$ cat src/rtl/fila_busca.sv
// fila_busca: 4-entry instruction fetch queue between the PC, instruction memory and decode.
// Optional FILA_BUSCA_CONTADORES_EN adds cont_bolhas, a saturating count of decode-starved cycles.
module fila_busca (
  input  logic        clock,
  input  logic        reset_n,
  input  logic [63:0] endereco,
  output logic        pc_avanca,
  output logic        mem_req,
  output logic [63:0] mem_endereco,
  input  logic        mem_pronto,
  input  logic        mem_valido,
  input  logic [31:0] mem_dado,
  output logic        instr_valida,
  output logic [31:0] instrucao,
  output logic [63:0] instr_endereco,
  input  logic        dec_pronto,
  input  logic        desvio
`ifdef FILA_BUSCA_CONTADORES_EN
  ,
  output logic [31:0] cont_bolhas
`endif
);
  typedef enum logic [1:0] {VAZIO, PENDENTE, PRONTO} estado_t;
  estado_t     st    [4];
  logic [63:0] ends  [4];
  logic [31:0] dados [4];
  logic [1:0]  cab, cauda, alvo;
  logic [2:0]  cnt, pend, desc;
  logic        consome, guarda, descarta;
  // Handshakes; responses fill in order, so the oldest PENDENTE sits right after the PRONTO run.
  always_comb begin
    mem_endereco   = endereco;
    mem_req        = reset_n && !desvio && !cnt[2] && ({1'b0, pend} + {1'b0, desc} < 4'd4);
    pc_avanca      = mem_req && mem_pronto;
    instr_valida   = st[cab] == PRONTO;
    instrucao      = dados[cab];
    instr_endereco = ends[cab];
    consome        = instr_valida && dec_pronto && !desvio;
    guarda         = mem_valido && !desvio && desc == 3'd0 && pend != 3'd0;
    descarta       = mem_valido && !desvio && desc != 3'd0;
    alvo           = cab + 2'(cnt - pend);
  end
  // Entry states, pointers and counters; a flush turns pending entries into discard credit.
  always_ff @(posedge clock or negedge reset_n) begin
    if (!reset_n) begin
      for (int i = 0; i < 4; i++) st[i] <= VAZIO;
      cab   <= 2'd0;
      cauda <= 2'd0;
      cnt   <= 3'd0;
      pend  <= 3'd0;
      desc  <= 3'd0;
    end else if (desvio) begin
      for (int i = 0; i < 4; i++) st[i] <= VAZIO;
      cab   <= 2'd0;
      cauda <= 2'd0;
      cnt   <= 3'd0;
      pend  <= 3'd0;
      desc  <= desc + pend - 3'(mem_valido && (pend != 3'd0 || desc != 3'd0));
    end else begin
      if (pc_avanca) begin
        st[cauda] <= PENDENTE;
        cauda     <= cauda + 2'd1;
      end
      if (guarda) st[alvo] <= PRONTO;
      if (consome) begin
        st[cab] <= VAZIO;
        cab     <= cab + 2'd1;
      end
      cnt  <= cnt + 3'(pc_avanca) - 3'(consome);
      pend <= pend + 3'(pc_avanca) - 3'(guarda);
      if (descarta) desc <= desc - 3'd1;
    end
  end
  // Entry payloads need no reset; their state tag decides whether they are meaningful.
  always_ff @(posedge clock) begin
    if (pc_avanca) ends[cauda] <= endereco;
    if (guarda) dados[alvo] <= mem_dado;
  end
`ifdef FILA_BUSCA_CONTADORES_EN
  // Saturating bubble counter: decode ready but nothing to offer; only reset clears it.
  always_ff @(posedge clock or negedge reset_n) begin
    if (!reset_n) cont_bolhas <= 32'd0;
    else if (dec_pronto && !instr_valida && cont_bolhas != 32'hFFFF_FFFF) cont_bolhas <= cont_bolhas + 32'd1;
  end
`endif
endmodule

$ cat config.mk
export PLATFORM = sky130hd
export DESIGN_NAME = fila_busca
export DESIGN_NICKNAME = d
export VERILOG_FILES = /design/src/rtl/fila_busca.sv
export SDC_FILE = /design/constraint.sdc
export NUM_CORES = 1
export LEC_CHECK = 0
export CAP_MARGIN = 20
export CORE_ASPECT_RATIO = 0.8
export CORE_MARGIN = 1.5
export CORE_UTILIZATION = 33
export CTS_CLUSTER_SIZE = 20
export DETAILED_ROUTE_END_ITERATION = 8
export HOLD_SLACK_MARGIN = 0.12
export PLACE_DENSITY_LB_ADDON = 0.1
export SYNTH_ARGS = -nofsm -noshare
export SYNTH_HDL_FRONTEND = slang
export SYNTH_SLANG_ARGS = --single-unit
$ cat constraint.sdc
create_clock -name clock -period 7 [get_ports clock]
set_clock_uncertainty 0.15 [all_clocks]
set_input_delay 0.7 -clock clock [delete_from_list [all_inputs] [get_ports clock]]
set_output_delay 0.7 -clock clock [all_outputs]
set_load 0.02 [all_outputs]
==> key figures <==
Worst setup path
  – Kind of critical path: reg2out
  – Reg-to-reg endpoint: cnt[2]
  – Critical Path AT: 3.36 ns
  – CP peak stage delay: 0.90 ns
  – Cells along the critical path: buf_4 > mux4_2 > clkdlybuf4s50_1
  – RR Startpoint: cab[0]
  – Req. time, crit path: 6.15 ns
  – R2R cell count: 13
  – Critical path buffers and inverters: 2
  – CP delay by family, top: buffers and inverters
  – CP max stage cell: buf_4
  – Flop-to-flop setup slack: 3.03 ns
  – Worst path depth: 3
  – Max FO, Critical Path: 63
  – Critical Path Source Type: register
  – CP Capture Type: output port

Run status
  – Failing checks: DRC
  – Status: finished with violations

Pwr
  – Sw Share: 22.0%
  – Internal power: 0.00406 W
  – Register share of total power: 52.3%
  – Worst VDD drop: 0.169 mV
  – Comb pwr share: 9.0%
  – Switching pwr: 0.00115 W
  – Clk pwr share: 38.7%
  – Pwr dens: 260 mW/mm^2
  – Leak Pwr: 6.50 nW

Final layout
  – Layout Nets: 1083
  – Filler cell count: 4074
  – N_diodes: 0
  – Post-layout util: 42.5%
  – Area delta synth->final: 26.8%
  – Share of cells above drive strength 1: 18.5%

Clock network
  – Hold buffers post-CTS: 0
  – CTS clock-pin slew for the worst setup and hold paths: 0.06 ns
  – CTS tree: yes
  – Postcts setup bufs: 0
  – Post-CTS resize count: 0
  – CTS H-tree depth: 2
  – Clock buffer depth: 3
  – Clk root buf: clkbuf_16
  – Num Clock Sinks: 405
  – Inserted Clock Buffers: 42
  – Worst-Skew Late Latency: 0.53 ns

Timing
  – Setup violators final: 0
  – Final hold viol count: 0
  – Achievable Freq: 237 MHz
  – Final min period: 4.21 ns
  – RSZ-0062 raised after global routing: no
  – Setup ws final: 2.79 ns
  – Fin. max-slew vios: 0
  – Final period util: 60.2%
  – Relative slew slack: 30.8%
  – Sum Neg Setup Slack: 0 ns
  – Worst Max-Slew Pin Slew: 1.04 ns

Placement
  – Hpwl dp: 20.5 mm
  – GP Congestion: 0.708
  – Place WS: 2.91 ns
  – Port-buffer cells: 264

Routing
  – Residual DRC: 11
  – 1st-iter DRT viols: 434
  – Post-route ant nets: 0
  – Average wire per standard cell: 21.1 um
  – Via count: 7460
  – Pre-Repair DR Iteration Count: 7
  – Via density: 4.64
  – Detailed Route WL: 33.9 mm

Yosys
  – Sequential element share of the synthesized area: 76.2%
  – Synthesized cell area: 0.0158 mm^2
  – Post-synth ARST share: 5.19%
  – Post-synthesis register bit count: 405
  – Mean Syn Cell Area: 21.9 um^2
  – EDFF count, synth: 384
  – Post-Synthesis Cells: 721
  – Post-Synthesis Net Count: 847
  – Post-synth top flop: edfxtp_1
  – Post-synthesis cell type count: 40
  – Yosys warns: 0

Hold path
  – HP Class: in2async

Global routing
  – Vias in the first global route: 7911
  – Largest net degree at the start of global routing: 66
  – Antenna violations before repair: 0
  – Global Route Usage Sum: 13.8%
  – Total grt overflow: 0
  – First-pass GRT wire length: 50.1 mm

Die
  – Die Span X: 248 um
  – Die Y: 199 um
  – Starting Density: 33.5%
  – Core Rows: 71
  – Core footprint: 0.0472 mm^2
  – Die area: 0.0493 mm^2
  – IO Pins: 265

Run
  – Max_cap viols: 0
-- per-layer routing --
| layer | routed length (um) | global-route usage (%) | up-vias |
|---|---|---|---|
| met5 | 0 | 0 | - |
| met4 | 631 | 3.75 | 0 |
| met3 | 1450 | 2.66 | 44 |
| met2 | 16700 | 22.6 | 167 |
| met1 | 15000 | 18.7 | 3898 |
| li1 | - | - | 3351 |
-- final cells by class --
cell class              instances  area [um^2]  share of cell area [%]
clock inverters                20          115                   0.574
multi-input cells             203         3110                    15.5
repair buffers                280         2780                    13.9
clock buffers                  54         1120                    5.57
flip-flops and latches        405        12100                    60.1
well taps                     620          776                    3.87
inverters                      25         93.8                   0.468
-- flip-flops by register name (all words and copies together) (netlist names) --
name / cells
cab: 2
pend: 3
dados: 128
st: 8
desc: 3
ends: 256
cauda: 2
cnt: 3
-- power groups by stage --
stage / sequential (W) / combinational, W / clock, W
floorplan: 0.00277 / 0.000260 / 0
global placement: 0.00278 / 0.000476 / 0
detailed placement: 0.00278 / 0.000474 / 0
CTS: 0.00273 / 0.000477 / 0.00210
global route: 0.00273 / 0.000509 / 0.00219
finish: 0.00273 / 0.000467 / 0.00202
-- layout by cell type, fill, tap and decap left out, types with 8 or more instances in the layout --
cell and instances:
nor2b_1 8, clkinv_2 8, ha_1 21, mux4_2 97
clkinv_1 8, inv_1 24, edfxtp_1 384, clkdlybuf4s50_1 264
clkbuf_16 43, nand2_1 8, clkbuf_1 11, dfrtp_1 19
buf_4 15
-- cells in the mapped netlist, drive strengths merged (3+ instances only) --
master	count	area share, %
mux4	97	14
inv	25	0.59
edfxtp	384	73
nor2	10	0.24
nor2b	8	0.32
o21ai	7	0.22
ha	21	1.7
nand2	8	0.19
dfrtp	21	3.3
xnor2	7	0.39
xor2	4	0.22
nand3	6	0.19
buf	76	3.4
fa	3	0.38
clkbuf	12	0.28
-- worst reg2reg max path: stages, from the launching register on --
cell	delay (ns)
dfrtp_4	0.59
buf_4	0.79
inv_1	0.28
mux4_2	0.44
and2_4	0.22
nor2b_1	0.13
ha_1	0.27
inv_1	0.05
ha_1	0.12
inv_1	0.05
fa_1	0.37
xor2_1	0.18
xnor2_1	0.14
nor2_1	0.06
-- worst max-delay path by stage --
stage / startpoint / endpoint / slack [ns]
final: cab[1] / instr_endereco[2] / 2.79
after global routing: cab[0] / instr_valida / 2.55
after CTS: cab[1] / instr_endereco[55] / 2.62
after detailed placement: cab[0] / cnt[2] / 2.91
after global placement: cab[0] / cnt[2] / 2.95
after floorplan: desvio / ends[3][0] / 0.52
-- through the flow --
stage / cells / cell area, um^2 / power, W / hold WS [ns]
after floorplan: 721 / 15800 / 0.00303 / 0.254
after global placement: 1532 / 18800 / 0.00325 / 0.363
after detailed placement: 1532 / 18800 / 0.00325 / 0.370
after CTS: 1606 / 20000 / 0.00530 / 0.357
after global routing: 1607 / 20100 / 0.00543 / 0.370
final: 1607 / 20100 / 0.00521 / 0.367
-- cells by family after synthesis --
logic type                 count (synthesis)  share of synthesized area [%]
DFF                                      405                           76.2
buffers and inverters                    113                           4.30
muxes                                     98                           13.9
and+or+nand+nor                           43                           1.54
AOI/OAI and AO/OA                         26                           1.29
adders and majority gates                 24                           2.04
xor gates and xnor gates                  12                          0.751
Power figures use the tool's default switching activity.
